**config.mk**
```make
export PLATFORM = sky130hd
export DESIGN_NAME = clk_div_gate_flat
export DESIGN_NICKNAME = d
export VERILOG_FILES = /design/src/rtl/clk_div_gate_if.sv /design/src/rtl/clk_div_gate.sv /design/src/flat_wrapper.sv
export SDC_FILE = /design/constraint.sdc
export NUM_CORES = 1
export LEC_CHECK = 0
export ABC_AREA = 1
export CAP_MARGIN = 15
export CORE_MARGIN = 2
export CORE_UTILIZATION = 35
export CTS_BUF_LIST = sky130_fd_sc_hd__clkbuf_8 sky130_fd_sc_hd__clkbuf_16
export DETAILED_ROUTE_END_ITERATION = 8
export MAX_ROUTING_LAYER = met4
export PLACE_DENSITY = 0.67
export SLEW_MARGIN = 5
export SYNTH_ARGS = -nofsm -noshare
export SYNTH_HDL_FRONTEND = slang
export SYNTH_SLANG_ARGS = --single-unit
```
**constraint.sdc**
```tcl
create_clock -name clk -period 3.63 [get_ports clk]
set_clock_uncertainty 0.2 [all_clocks]
set_input_delay 0.726 -clock clk [delete_from_list [all_inputs] [get_ports clk]]
set_output_delay 0.726 -clock clk [all_outputs]
set_load 0.005 [all_outputs]
```
**src/rtl/clk_div_gate_if.sv**
```systemverilog
// clk_div_gate_if: control and status bundle of the clock divider/gate (pcnt present with CLK_DIV_PCNT_EN)
interface clk_div_gate_if #(parameter int CNT_W = 8);
  logic             ena;
  logic [CNT_W-1:0] div;
  logic             load;
  logic             clk_out;
  logic             tick;
  logic             busy;
  logic [CNT_W-1:0] div_act;
`ifdef CLK_DIV_PCNT_EN
  logic [15:0]      pcnt;
`endif
  modport master (
    output ena, div, load,
`ifdef CLK_DIV_PCNT_EN
    input  pcnt,
`endif
    input  clk_out, tick, busy, div_act
  );
  modport slave (
    input  ena, div, load,
`ifdef CLK_DIV_PCNT_EN
    output pcnt,
`endif
    output clk_out, tick, busy, div_act
  );
endinterface

```
**src/rtl/clk_div_gate.sv**
```systemverilog
// clk_div_gate: glitch-free programmable divider/gate with graceful stop; CLK_DIV_PCNT_EN adds a period counter
module clk_div_gate #(
  parameter int CNT_W   = 8,
  parameter int DIV_RST = 4
) (
  input logic         clk,
  input logic         rst,
  clk_div_gate_if.slave bus
);
  typedef enum logic [1:0] {IDLE, RUN, DRAIN} state_t;
  state_t           state, state_nx;
  logic [CNT_W-1:0] cnt, cnt_nx, shadow, shadow_nx, act, act_nx, cap;
  logic [CNT_W:0]   half;
  logic             co, co_nx, tk, tk_nx, wrap;
  always_comb begin
    cap       = bus.div < CNT_W'(2) ? CNT_W'(2) : bus.div;
    wrap      = state != IDLE && cnt == act - 1'b1;
    shadow_nx = bus.load ? cap : shadow;
    act_nx    = (state == IDLE && bus.load) || wrap ? shadow_nx : act;
    state_nx  = bus.ena ? RUN : state == RUN ? DRAIN : (state == DRAIN && wrap) ? IDLE : state;
    cnt_nx    = (state == IDLE || wrap) ? '0 : cnt + 1'b1;
    half      = ({1'b0, act_nx} + 1'b1) >> 1;
    co_nx     = state_nx != IDLE && {1'b0, cnt_nx} < half;
    tk_nx     = state_nx != IDLE && cnt_nx == act_nx - 1'b1;
  end
  always_ff @(posedge clk or posedge rst)
    if (rst) begin
      state  <= IDLE;
      cnt    <= '0;
      shadow <= CNT_W'(DIV_RST);
      act    <= CNT_W'(DIV_RST);
      co     <= 1'b0;
      tk     <= 1'b0;
    end else begin
      state  <= state_nx;
      cnt    <= state_nx == IDLE ? '0 : cnt_nx;
      shadow <= shadow_nx;
      act    <= act_nx;
      co     <= co_nx;
      tk     <= tk_nx;
    end
  assign bus.clk_out = co;
  assign bus.tick    = tk;
  assign bus.busy    = state != IDLE;
  assign bus.div_act = act;
`ifdef CLK_DIV_PCNT_EN
  logic [15:0] pc;
  always_ff @(posedge clk or posedge rst)
    if (rst) pc <= '0;
    else if (state == IDLE && state_nx == RUN) pc <= '0;
    else if (wrap && pc != 16'hFFFF) pc <= pc + 1'b1;
  assign bus.pcnt = pc;
`endif
endmodule

```
**src/flat_wrapper.sv**
```systemverilog
// flat-port wrapper written by rule: the top's interface ports become plain ports
module clk_div_gate_flat 
#(
  parameter int CNT_W   = 8,
  parameter int DIV_RST = 4
)
  (clk, rst, bus_ena, bus_div, bus_load, bus_clk_out, bus_tick, bus_busy, bus_div_act);
  clk_div_gate_if #(.CNT_W(CNT_W)) bus_i ();
  input logic clk;
  input logic rst;
  input wire logic [$bits(bus_i.ena)-1:0] bus_ena;
  input wire logic [$bits(bus_i.div)-1:0] bus_div;
  input wire logic [$bits(bus_i.load)-1:0] bus_load;
  output wire logic [$bits(bus_i.clk_out)-1:0] bus_clk_out;
  output wire logic [$bits(bus_i.tick)-1:0] bus_tick;
  output wire logic [$bits(bus_i.busy)-1:0] bus_busy;
  output wire logic [$bits(bus_i.div_act)-1:0] bus_div_act;
  assign bus_i.ena = bus_ena;
  assign bus_i.div = bus_div;
  assign bus_i.load = bus_load;
  assign bus_clk_out = bus_i.clk_out;
  assign bus_tick = bus_i.tick;
  assign bus_busy = bus_i.busy;
  assign bus_div_act = bus_i.div_act;
  clk_div_gate #(.CNT_W(CNT_W), .DIV_RST(DIV_RST)) u_core (.clk(clk), .rst(rst), .bus(bus_i));
endmodule
```
Yosys cells after proc, flatten, opt, wreduce, memory -nomap -nowiden
Index checks and enable logic that the tools add are counted.
Widths: inputs -> output; s select.
{ "word_totals": {"ff_bits": 28, "out_inout_bits": 11, "word_cells": 35} }
{ "classes": {"n_addsub": 4, "n_lt_le_gt_ge": 2, "n_eq_ne": 4, "mux": 8, "n_reduce_logical": 11} }
{ "op_table": {"columns": ["op", "count"], "rows": [
  ["$mux 8", 5],
  ["$eq 8x8->1", 2],
  ["$sub 8x1->8 const B", 2],
  ["$add 8x1->9 const B", 1],
  ["$add 8x1->8 const B", 1],
  ["$lt 8x2->1 const B", 1],
  ["$lt 8x8->1", 1],
  ["$mux 2", 3],
  ["$logic_and 1x1->1", 5],
  ["$logic_not 2->1", 2],
  ["$reduce_bool 2->1", 2],
  ["$eq 2x1->1 const B", 1],
  ["$eq 2x2->1 const B", 1],
  ["$logic_or 1x1->1", 2]
]} }

Longest topological paths before layout
{ "depth": {"ltp_word": 9, "ltp_mapped": 27} }

Least setup slack after synthesis
OpenSTA, ideal clock, no wires.
{ "synth_timing": {"kind": "register to register", "from": "reg u_core.act[0] (netlist: u_core.bus.div_act[0])", "to": "reg u_core.co (netlist: u_core.bus.clk_out)", "setup_ps": 101, "arrival_ps": 3203, "t_required_ps": 3329, "path_slack_ps": 126, "stages_incl_launch_ff": 27, "n_path_buf": 1, "path_cell_list": "dfrtp_1 -> inv_2 -> ha_1 -> inv_1 -> nand2_1 -> nand2_1 -> nor2_1 -> nand2_1 -> nor2_1 -> nand2_1 -> nor2_1 -> nand2_2 -> nand2_4 -> nand2_4 -> buf_6 -> nand2_2 -> nand2_4 -> inv_2 -> ha_1 -> inv_1 -> nor3_1 -> nand3_1 -> xor2_1 -> ha_1 -> a21oi_1 -> o21ai_0 -> nor4_1"} }
{ "synth_via": {"word_cells_on_any_way": 15} }
{ "synth_rtl": {"columns": ["item", "line_no", "source"], "rows": [
  ["start, declared", "clk_div_gate.sv:12", "logic [CNT_W-1:0] cnt, cnt_nx, shadow, shadow_nx, act, act_nx, cap;"],
  ["start signal, assigned", "clk_div_gate.sv:31", "act <= CNT_W'(DIV_RST);"],
  ["start signal, assigned", "clk_div_gate.sv:38", "act <= act_nx;"],
  ["$sub 8x1->8", "clk_div_gate.sv:17", "wrap = state != IDLE && cnt == act - 1'b1;"],
  ["$eq 8x8->1", "clk_div_gate.sv:17", null],
  ["$logic_and 1x1->1", "clk_div_gate.sv:17", null],
  ["$logic_or 1x1->1", "clk_div_gate.sv:19", "act_nx = (state == IDLE && bus.load) || wrap ? shadow_nx : act;"],
  ["$mux 8 (*)", "clk_div_gate.sv:19", null],
  ["named net u_core.act_nx[0]", "clk_div_gate.sv:12", null],
  ["$add 8x1->9 (*)", "clk_div_gate.sv:22", "half = ({1'b0, act_nx} + 1'b1) >> 1;"],
  ["$lt 8x8->1 (*)", "clk_div_gate.sv:23", "co_nx = state_nx != IDLE && {1'b0, cnt_nx} < half;"],
  ["$logic_and 1x1->1 (*)", "clk_div_gate.sv:23", null],
  ["named net u_core.co_nx", "clk_div_gate.sv:14", "logic co, co_nx, tk, tk_nx, wrap;"],
  ["end signal, assigned", "clk_div_gate.sv:39", "co <= co_nx;"],
  ["end, declared", "clk_div_gate.sv:14", null]
]} }
The timed path passes the listed nets; every way through them passes the cells marked *.

Worst setup path in the final report
{ "layout_timing": {"from": "reg u_core.act[0] (netlist: u_core.bus.div_act[0])", "to": "reg u_core.co (netlist: u_core.bus.clk_out)"} }
{ "layout_via": {"elab_chain_len": 9, "word_cells_on_any_way": 15} }
{ "layout_lines": {"columns": ["item", "line_no"], "rows": [
  ["parallel branches: the longest is 8 deep, another holds $add 8x1->9", null],
  ["$logic_and 1x1->1 (*)", "clk_div_gate.sv:23"],
  ["named net u_core.co_nx", "clk_div_gate.sv:14"]
]} }
Mark *: on every way through the listed nets, which the timed path passes.

==> impl_metrics.py <==
metrics = {
    "outcome": {
        "status": "finished, final reports clean",
    },
    "cts": {
        "cts_buffers": 3,
        "htree_levels": 1,
        "insertion_delay_ns": 0.28,
        "cts_root_buffer": "clkbuf_8",
        "clk_pin_slew_worst_paths_ns": 0.10,
        "clk_path_buf_depth": 2,
        "cts_tree": "yes",
        "cts_sinks": 28,
    },
    "worst_setup_path": {
        "worstSetupStartpointType": "flip-flop",
        "path_common_cell": "nand2_1",
        "worst_r2r_path_depth": 23,
        "crit_start": "u_core.bus.div_act[0]",
        "crit_buf_inv": 3,
        "r2r_start": "u_core.bus.div_act[0]",
        "path_max_fanout": 11,
        "critical-path-slowest-cell": "dfrtp_1",
        "critical-path-top-delay-family": "simple AND/OR/NAND/NOR gates",
        "path_class": "flip-flop to flip-flop",
        "max_stage_delay_ns": 0.39,
        "r2r_end": "u_core.bus.clk_out",
        "cp.arrival_ns": 3.42,
        "cp_cell_sequence": "inv_2, ha_4, inv_1, nand2_1, nand2_1, nor2_1, nand2_1, nor2_1, nand2_1, nor2_2, nand2_2, nand2_4, nand2_4, buf_6, nand2_1, nand2_2, nor3_4, nand3_2, xor2_1, ha_1, a21oi_2, o21ai_2, nor4_2",
        "cp-end-kind": "flip-flop",
        "critical_path_required_ns": 3.61,
        "regToRegSetupSlack_ns": 0.19,
    },
    "logic_synthesis": {
        "ys_ff_latch": 28,
        "synth_warnings": 0,
        "synth_cells": 334,
        "synth_edf_count": 0,
        "syn_nets": 357,
        "async_flop_share_pct": 100.0,
        "synth_top_flop_cell": "dfrtp_1",
        "ys_types": 34,
        "synthesis.area_um2": 2227,
        "avgSynthCellArea_um2": 6.668,
        "yosysSeqAreaShare_pct": 31.57,
    },
    "floorplan": {
        "die_area_um2": 7017,
        "ios": 23,
        "coreArea_um2": 6241,
        "row_count": 29,
        "die_y_um": 83.77,
        "dieWidth_um": 83.77,
        "initial_core_util_pct": 35.69,
    },
    "timing": {
        "whs_ns": 0.2809,
        "tightestPinTransition_ns": 0.3931,
        "setup_viol": 0,
        "fin_crit_sh_pct": 94.78,
        "relSlewSlack_pct": 73.52,
        "maxSlewViolCount": 0,
        "tns_ns": 0,
        "min_period_ns": 3.441,
        "fmax_mhz": 290.7,
        "finalHoldViolations": 0,
        "rsz0062_at_grt": "yes",
    },
    "hold_path": {
        "min_to": "u_core.state[0]",
        "min_from": "u_core.state[1]",
        "hold_depth": 2,
        "hp-class": "flip-flop to flip-flop",
    },
    "place": {
        "dpl_cell_area_um2": 2695,
        "detailed_place_hpwl_mm": 4.406,
        "gp_congestion": 0.8535,
        "io_buffers": 22,
    },
    "run": {
        "max-cap-violations": 0,
    },
    "route": {
        "drtIter0Drc": 133,
        "wl_per_cell_um": 11.69,
        "drcViolationCount": 0,
        "via_per_inst": 4.769,
        "wirelength_mm": 5.412,
        "final_antenna_net_count": 0,
        "dr_total_vias": 2208,
        "drt_first_pass_iters": 5,
    },
    "grt": {
        "grt_start_max_net_pins": 29,
        "grt-ovfl-total": 0,
        "grt_pass1_wl_mm": 9.370,
        "grt_usage_pct": 16.65,
        "grt_pass1_vias": 2037,
        "antenna_found_initial": 0,
    },
    "power": {
        "leakage_nw": 1.511,
        "p_int_uw": 896.4,
        "p_sw_share_pct": 42.05,
        "peakVddDrop_mv": 0.2637,
        "power_density_nw_per_um2": 534.3,
        "clock_power_share_pct": 16.1,
        "pwr-share-seq_pct": 28.3,
        "total_power_mw": 1.547,
        "combinationalPowerShare_pct": 55.6,
        "p_switching_uw": 650.5,
    },
    "finish": {
        "diodes": 0,
        "drive_above_1_share_pct": 20.21,
        "final_nets": 410,
        "area_growth_syn_to_layout_pct": 30.00,
        "final_cell_area_um2": 2895,
    },
}
power by group through the flow:
stage | combinational [mW] | sequential (mW) | clock [mW]
final | 0.861 | 0.437 | 0.249
after global routing | 0.982 | 0.448 | 0.268
after CTS | 0.798 | 0.437 | 0.256
after detailed placement | 0.783 | 0.445 | 0
after global placement | 0.770 | 0.444 | 0
after floorplan | 0.530 | 0.429 | 0
Yosys cell counts, drive strengths merged, types with 2 or more instances:
library cell  number  area [um2]
ha                11       137.6
xor2               9       78.83
nor2              40       167.7
nand4              3       18.77
dfrtp             26       650.6
dfstp              2       52.55
buf                4       32.53
a21oi              6       33.78
o21ai              9       48.79
nand2            115       464.2
nor3               7       56.31
nand3             33       175.2
nor4               2       12.51
inv               56       210.2
or2                2       12.51
nand3b             3       22.52
stage by stage:
step	setup WS, ns	utilization (%)	instances
after global routing	-0.1409	46.39	463
after CTS	0.06048	44.57	458
after global placement	-0.1436	43.18	453
final	0.1895	46.39	463
after detailed placement	-0.2027	43.18	453
after floorplan	0.1258	-	334
worst max-delay path by stage:
stage	endpoint	slack, ns	cells past startpoint
final	u_core.bus.clk_out	0.19	23
after CTS	u_core.bus.clk_out	0.06	25
after global placement	u_core.bus.clk_out	-0.14	17
after floorplan	u_core.bus.clk_out	0.13	26
after global routing	u_core.bus.clk_out	-0.14	23
after detailed placement	u_core.bus.clk_out	-0.20	17
repair_timing:
action,CTS,global route
setup endpoints to repair,1,1
setup buffers,1,5
pin swaps,0,15
resized for setup,2,22
endpoints found under the hold margin,0,0
hold buffers,0,0
area by class of cell:
cell class | count | area [um2]
timing repair buffer | 53 | 456.7
inverter | 57 | 216.5
clock inverter | 1 | 30.03
tap | 77 | 96.34
clock buffer | 3 | 41.29
multi-input combinational | 244 | 1351
sequential | 28 | 703.2
fill | 632 | 3346
layer usage:
layer | track usage [%] | routed length, um
met5 | - | 0
met4 | 4.692 | 78
met3 | 1.286 | 223
met2 | 26.18 | 2528
met1 | 23.18 | 2580
cells in the final DEF (no fill, tap or decap), drive strengths merged:
cell type      instances
o22ai                  1
nor4                   2
clkdlybuf4s50         22
dfstp                  2
nand3b                 3
clkinv                 1
nor2                  40
buf                   31
nand3                 33
a21oi                  6
o21ai                  9
ha                    11
xor2                   9
bufinv                 1
nand4                  3
xnor2                  1
xnor3                  1
clkbuf                 3
or2                    2
inv                   56
dfrtp                 26
nor3                   7
o21a                   1
nand2                115
tightest hold or removal path, cell delays in order (launching register included):
cell,delay (ns)
dfrtp_1,0.36
nand2_1,0.05
nand2_1,0.05
cell families (layout without fill, tap and decap cells):
group	after synthesis	count (layout)	synth area share (%)
flip-flops	28	28	31.57
buffers and inverters	62	114	11.24
AND/OR/NAND/NOR	205	205	41.74
XOR/XNOR	11	11	4.944
adder cells (fa/ha/maj)	11	11	6.180
AO/OA/AOI/OAI	17	17	4.326
registers in the layout, indices dropped and copies added, names as in the netlist:
signal / flops
u_core.bus.clk_out: 1
u_core.bus.div_act: 8
u_core.bus.tick: 1
u_core.cnt: 8
u_core.shadow: 8
u_core.state: 2
Power figures use the tool's default switching activity.
